File: config.mk
export PLATFORM = sky130hd
export DESIGN_NAME = rsa_mmm_arbiter
export DESIGN_NICKNAME = d
export VERILOG_FILES = /design/src/rtl/rsa_pkg.sv /design/src/rtl/rr_arbiter.sv /design/src/rtl/rsa_mmm_arbiter.sv
export SDC_FILE = /design/constraint.sdc
export NUM_CORES = 1
export LEC_CHECK = 0
export CAP_MARGIN = 10
export CORE_MARGIN = 1.5
export CORE_UTILIZATION = 33
export DETAILED_ROUTE_END_ITERATION = 10
export PLACE_DENSITY = 0.86
export SLEW_MARGIN = 0
export SYNTH_ARGS = -nofsm -noshare
export SYNTH_HDL_FRONTEND = slang
export SYNTH_SLANG_ARGS = --single-unit
File: constraint.sdc
create_clock -name clk -period 3.65 [get_ports clk]
set_clock_uncertainty 0.15 [all_clocks]
set_input_delay 0.5475 -clock clk [delete_from_list [all_inputs] [get_ports clk]]
set_output_delay 0.5475 -clock clk [all_outputs]
set_load 0.1 [all_outputs]
File: src/rtl/rsa_pkg.sv
// Shared types and defaults for the RSA Montgomery multiplier arbitration slice.
package rsa_pkg;

    typedef enum logic [2:0] {
        ARB_IDLE,
        ARB_LOAD,
        ARB_RUN,
        ARB_CAPTURE,
        ARB_DONE
    } arb_state_t;

    localparam int RSA_WIDTH = 8;

endpackage

File: src/rtl/rr_arbiter.sv
// Combinational round-robin pick: first asserted req at or after rr_ptr, wrapping modulo NREQ.
module rr_arbiter #(
    parameter int NREQ = 2,
    localparam int OW = (NREQ > 1) ? $clog2(NREQ) : 1
) (
    input  logic [NREQ-1:0] req,
    input  logic [OW-1:0]   rr_ptr,
    output logic [OW-1:0]   winner,
    output logic            any_req
);

    logic [OW-1:0] idx;

    always_comb begin
        winner  = '0;
        any_req = 1'b0;
        idx     = '0;
        for (int i = 0; i < NREQ; i++) begin
            idx = OW'((int'(rr_ptr) + i) % NREQ);
            if (!any_req && req[idx]) begin
                any_req = 1'b1;
                winner  = idx;
            end
        end
    end

endmodule

File: src/rtl/rsa_mmm_arbiter.sv
// Shares one Montgomery multiplier between NREQ requesters and sequences
// load, WIDTH step cycles and result capture for the granted owner.
module rsa_mmm_arbiter
    import rsa_pkg::*;
#(
    parameter int WIDTH = RSA_WIDTH,
    parameter int NREQ  = 2
) (
    input  logic                  clk,
    input  logic                  rst,
    input  logic                  ena,
    input  logic [NREQ-1:0]       req,
    input  logic [NREQ*WIDTH-1:0] a_in,
    input  logic [NREQ*WIDTH-1:0] b_in,
    input  logic [NREQ*WIDTH-1:0] m_in,
    output logic [NREQ-1:0]       gnt,
    output logic [NREQ-1:0]       done,
    output logic [WIDTH-1:0]      result,
    output logic                  mmm_run,
    output logic                  mmm_ld_a,
    output logic [WIDTH-1:0]      mmm_a,
    output logic [WIDTH-1:0]      mmm_b,
    output logic [WIDTH-1:0]      mmm_m,
    input  logic [WIDTH-1:0]      mmm_r
);

    localparam int OW = (NREQ > 1) ? $clog2(NREQ) : 1;
    localparam int CW = (WIDTH > 1) ? $clog2(WIDTH) : 1;

    // Handshake: req is a level sampled only in IDLE; gnt[i] stays high from
    // LOAD through DONE, operands must be stable meanwhile; done[i] pulses in
    // DONE (stretched while ena is low). Dropping req mid-job does not abort.

    arb_state_t    state;
    logic [OW-1:0] owner;
    logic [OW-1:0] rr_ptr;
    logic [CW-1:0] cnt;
    logic [OW-1:0] winner;
    logic          any_req;
    logic [OW-1:0] owner_next;

    rr_arbiter #(.NREQ(NREQ)) u_rr (
        .req     (req),
        .rr_ptr  (rr_ptr),
        .winner  (winner),
        .any_req (any_req)
    );

    assign owner_next = (owner == OW'(NREQ - 1)) ? '0 : owner + OW'(1);

    always_ff @(posedge clk) begin
        if (rst) begin
            state  <= ARB_IDLE;
            owner  <= '0;
            rr_ptr <= '0;
            cnt    <= '0;
            result <= '0;
        end else if (ena) begin
            case (state)
                ARB_IDLE: begin
                    if (any_req) begin
                        owner <= winner;
                        state <= ARB_LOAD;
                    end
                end
                ARB_LOAD: begin
                    cnt   <= '0;
                    state <= ARB_RUN;
                end
                ARB_RUN: begin
                    cnt <= cnt + CW'(1);
                    if (cnt == CW'(WIDTH - 1))
                        state <= ARB_CAPTURE;
                end
                ARB_CAPTURE: begin
                    result <= mmm_r;
                    state  <= ARB_DONE;
                end
                ARB_DONE: begin
                    rr_ptr <= owner_next;
                    state  <= ARB_IDLE;
                end
                default: state <= ARB_IDLE;
            endcase
        end
    end

    // Control outputs decode the registered state, so they freeze with ena.
    always_comb begin
        gnt      = '0;
        done     = '0;
        mmm_run  = 1'b0;
        mmm_ld_a = 1'b0;
        case (state)
            ARB_LOAD: begin
                gnt[owner] = 1'b1;
                mmm_run    = 1'b1;
                mmm_ld_a   = 1'b1;
            end
            ARB_RUN, ARB_CAPTURE: begin
                gnt[owner] = 1'b1;
                mmm_run    = 1'b1;
            end
            ARB_DONE: begin
                gnt[owner]  = 1'b1;
                done[owner] = 1'b1;
            end
            default: ;
        endcase
    end

    always_comb begin
        mmm_a = '0;
        mmm_b = '0;
        mmm_m = '0;
        for (int i = 0; i < NREQ; i++) begin
            if (owner == OW'(i)) begin
                mmm_a = a_in[i*WIDTH +: WIDTH];
                mmm_b = b_in[i*WIDTH +: WIDTH];
                mmm_m = m_in[i*WIDTH +: WIDTH];
            end
        end
    end

endmodule

==> impl_metrics.yaml <==
synth:
  number_of_unique_standard_cell_types_used_by_synthesis: 33
  netlist.top_cell.by_area: "sky130_fd_sc_hd__dfxtp_1"
  yosys_register_bits: 16
  ys.warnings.count: 0
  combined_area_of_all_synthesized_cells_mm2: 0.00110
  postSynth.asyncResetShare_pct: 0
  synth.area.top_cells: "sky130_fd_sc_hd__dfxtp_1, sky130_fd_sc_hd__mux2_2, sky130_fd_sc_hd__nand2_1, sky130_fd_sc_hd__a21oi_1, sky130_fd_sc_hd__nand2b_1"
  number_of_nets_in_the_synthesized_netlist: 185
  register_area_share_after_synthesis_pct: 29.2
  netlist_instances: 122
  dominantRegCellSynth: "sky130_fd_sc_hd__dfxtp_1"
  syn_avg_cell_area_um2: 8.99
  portion_of_synthesized_cell_area_occupied_by_the_leading_cell_type_pct: 29.2
  synth_edf_count: 0
placement:
  dp_cells: 254
  post-dp-hpwl_mm: 2.93
  place.port_buffers: 98
  weighted_congestion_reported_at_the_end_of_routability_driven_placement: 0.707
run:
  cap_viol_max_count: 0
routing:
  detail-route-antenna-nets: 0
  vias_per_cell: 4.82
  dr.first_iter.drc_count: 26
  detailroute.via_count: 1238
  final_wirelength_mm: 3.62
  drt-pass1-iter-count: 4
  drt-wirelength-per-cell_um: 14.1
  detail_route.drc_violations: 0
cts:
  clock-root-buffer: "sky130_fd_sc_hd__clkbuf_4"
  cts_made_buffers: 3
  post_cts_buffers: 0
  cts_htree_levels: 1
  postCtsResizedCells: 0
  cts.path.max_buffers: 2
  clkSinkCount: 16
  clock_latency_ps: 280
  cts.reportedPaths.clkPinSlew_ps: 80
  cts_hold_repair.buffers: 0
  cts_tree: "built"
finish:
  finish.cell_count_without_fillers: 257
  final_layout_size_suffix_gt1_share_pct: 30.0
  multi_input_comb_area_um2: 708
  seq_area_um2: 320
  utilization_pct: 65.2
  insertedDiodeCount: 0
  area_growth_syn_to_layout_pct: 84.4
  fillerInstances: 256
  fin_nets: 278
setup_path:
  cp.arrival_ps: 2010
  cp_max_fo: 28
  worstPathBufferInverterCount: 1
  cp_slowest_stage_delay_ps: 1050
  end_kind: "primary output"
  worstSetupStartpointType: "flip-flop"
  timing_worst_setup_path_type: "reg2out"
  path_delay_family: "flip-flops"
  slowest_stage: "sky130_fd_sc_hd__dfxtp_1"
  timing.critical_path.required_ps: 2950
  worstPathCellList: "mux2_2 -> buf_4"
global_route:
  grt_start_max_net_pins: 29
  via_count_of_the_first_global_routing_pass: 1201
  total_routing_usage_reported_by_global_routing_pct: 17.7
  first_pass_grt_wire_length_mm: 5.03
  gr-total-overflow: 0
  initial_antenna_violation_count: 0
  groute.layer.met1.usage_pct: 19.7
  global_route.usage.met2_pct: 34.4
  use_met3_pct: 3.62
  gr-max-usage-layer: "met2"
floorplanning:
  top_level_ports: 99
  dieHeight_um: 60.7
  dieWidth_um: 60.7
  initial_utilization_pct: 35.4
  floorplan.die_area_mm2: 0.00368
  core-area_mm2: 0.00310
  floorplan.rows: 20
timing:
  slew_headroom_pct: 27.1
  period_needed_ps: 2700
  report.final.slew_viol_count: 0
  rsz0062_at_grt: "no"
  tightestPinTransition_ps: 1090
  layout_worst_path_cycle_share_pct: 74.1
  timing.fmax_mhz: 370
  totalNegativeSetupSlack_ps: 0
  timing.final.hold_violations: 0
  report.final.setup_viol: 0
pwr:
  p_total_uw: 656
  cellPowerDensity_mw_per_mm2: 324
  irDropWorstVdd_v: 0.000240
  power_leakage_nw: 0.785
status:
  run_status: "finished clean"
hold_path:
  holdCritPathClass: "reg2reg"
worst register-to-register path, stage by stage, from the launching register on:
cell	delay, ps
sky130_fd_sc_hd__dfxtp_1	1050
sky130_fd_sc_hd__inv_1	190
sky130_fd_sc_hd__a31o_2	270
sky130_fd_sc_hd__a21oi_1	120
cells by family (layout without fill, tap and decap cells):
| kind of cell | count (synthesis) | in the layout | synth area share (%) |
|---|---|---|---|
| adder cells (fa/ha/maj) | 2 | 2 | 2.28 |
| AO/OA/AOI/OAI | 23 | 23 | 14.0 |
| buffers and inverters | 13 | 104 | 6.27 |
| flip-flops | 16 | 16 | 29.2 |
| AND/OR/NAND/NOR | 42 | 42 | 21.9 |
| multiplexers | 25 | 25 | 25.5 |
| XOR/XNOR | 1 | 1 | 0.798 |
through the flow:
stage	area, um^2	hold WS [ps]	setup slack (ps)
after floorplan	1100	315	203
after global placement	2000	292	1280
after detailed placement	2000	305	1250
after CTS	2020	314	929
after global routing	2020	334	803
final	2020	311	947
cell usage in the layout, fill, tap and decap left out, types with 5 or more instances in the layout:
cell type and count:
sky130_fd_sc_hd__buf_4 30, sky130_fd_sc_hd__mux2_2 24, sky130_fd_sc_hd__nand2_1 17, sky130_fd_sc_hd__nand2b_1 7
sky130_fd_sc_hd__dfxtp_1 16, sky130_fd_sc_hd__clkdlybuf4s50_1 68, sky130_fd_sc_hd__nor2_1 5, sky130_fd_sc_hd__a21oi_1 12
flip-flops by register name, indices dropped and copies added, names as in the netlist:
signal,flops
rr_ptr,1
cnt,3
result,8
state,3
owner,1
routing by layer:
metal  vias to the layer above  part of all wire (%)
met1                       568                    38
li1                        619                     -
met5                         -                     0
met3                         4                   6.7
met2                        47                    54
met4                         0                   1.0
power breakdown:
| group | total [mW] | switching [mW] | internal, mW |
|---|---|---|---|
| Clock | 0.0892 | 0.0509 | 0.0383 |
| Combinational | 0.372 | 0.248 | 0.124 |
| Sequential | 0.195 | 0.0154 | 0.179 |
| Total | 0.656 | 0.314 | 0.341 |
cell type report:
type / count / area share, %
Sequential cell: 16 / 15.8
Inverter: 3 / 0.557
Clock buffer: 3 / 1.11
Tap cell: 44 / 2.72
Timing Repair Buffer: 98 / 44.8
Multi-Input combinational cell: 93 / 35.0
final timing paths:
| check | cells after the start | start | slack [ps] | end |
|---|---|---|---|---|
| setup / recovery | 2 | owner$_SDFFE_PP0P_ | 950 | mmm_b[7] |
| hold / removal | 2 | result[1]$_SDFFE_PP0P_ | 310 | result[1]$_SDFFE_PP0P_ |
| setup reg to reg | 3 | owner$_SDFFE_PP0P_ | 1800 | owner$_SDFFE_PP0P_ |
| hold reg to reg | 2 | result[1]$_SDFFE_PP0P_ | 310 | result[1]$_SDFFE_PP0P_ |
cell usage after synthesis, types with 2 or more instances:
master                     instances
sky130_fd_sc_hd__mux2_2           24
sky130_fd_sc_hd__nand2_1          17
sky130_fd_sc_hd__dfxtp_1          16
sky130_fd_sc_hd__a21oi_1          12
sky130_fd_sc_hd__nand2b_1          7
sky130_fd_sc_hd__buf_2             6
sky130_fd_sc_hd__nor2_1            5
sky130_fd_sc_hd__a31oi_1           3
sky130_fd_sc_hd__inv_1             3
sky130_fd_sc_hd__o32ai_1           3
sky130_fd_sc_hd__ha_1              2
sky130_fd_sc_hd__nor2b_1           2
sky130_fd_sc_hd__nor3_1            2
(Power assumes the default switching activity.)
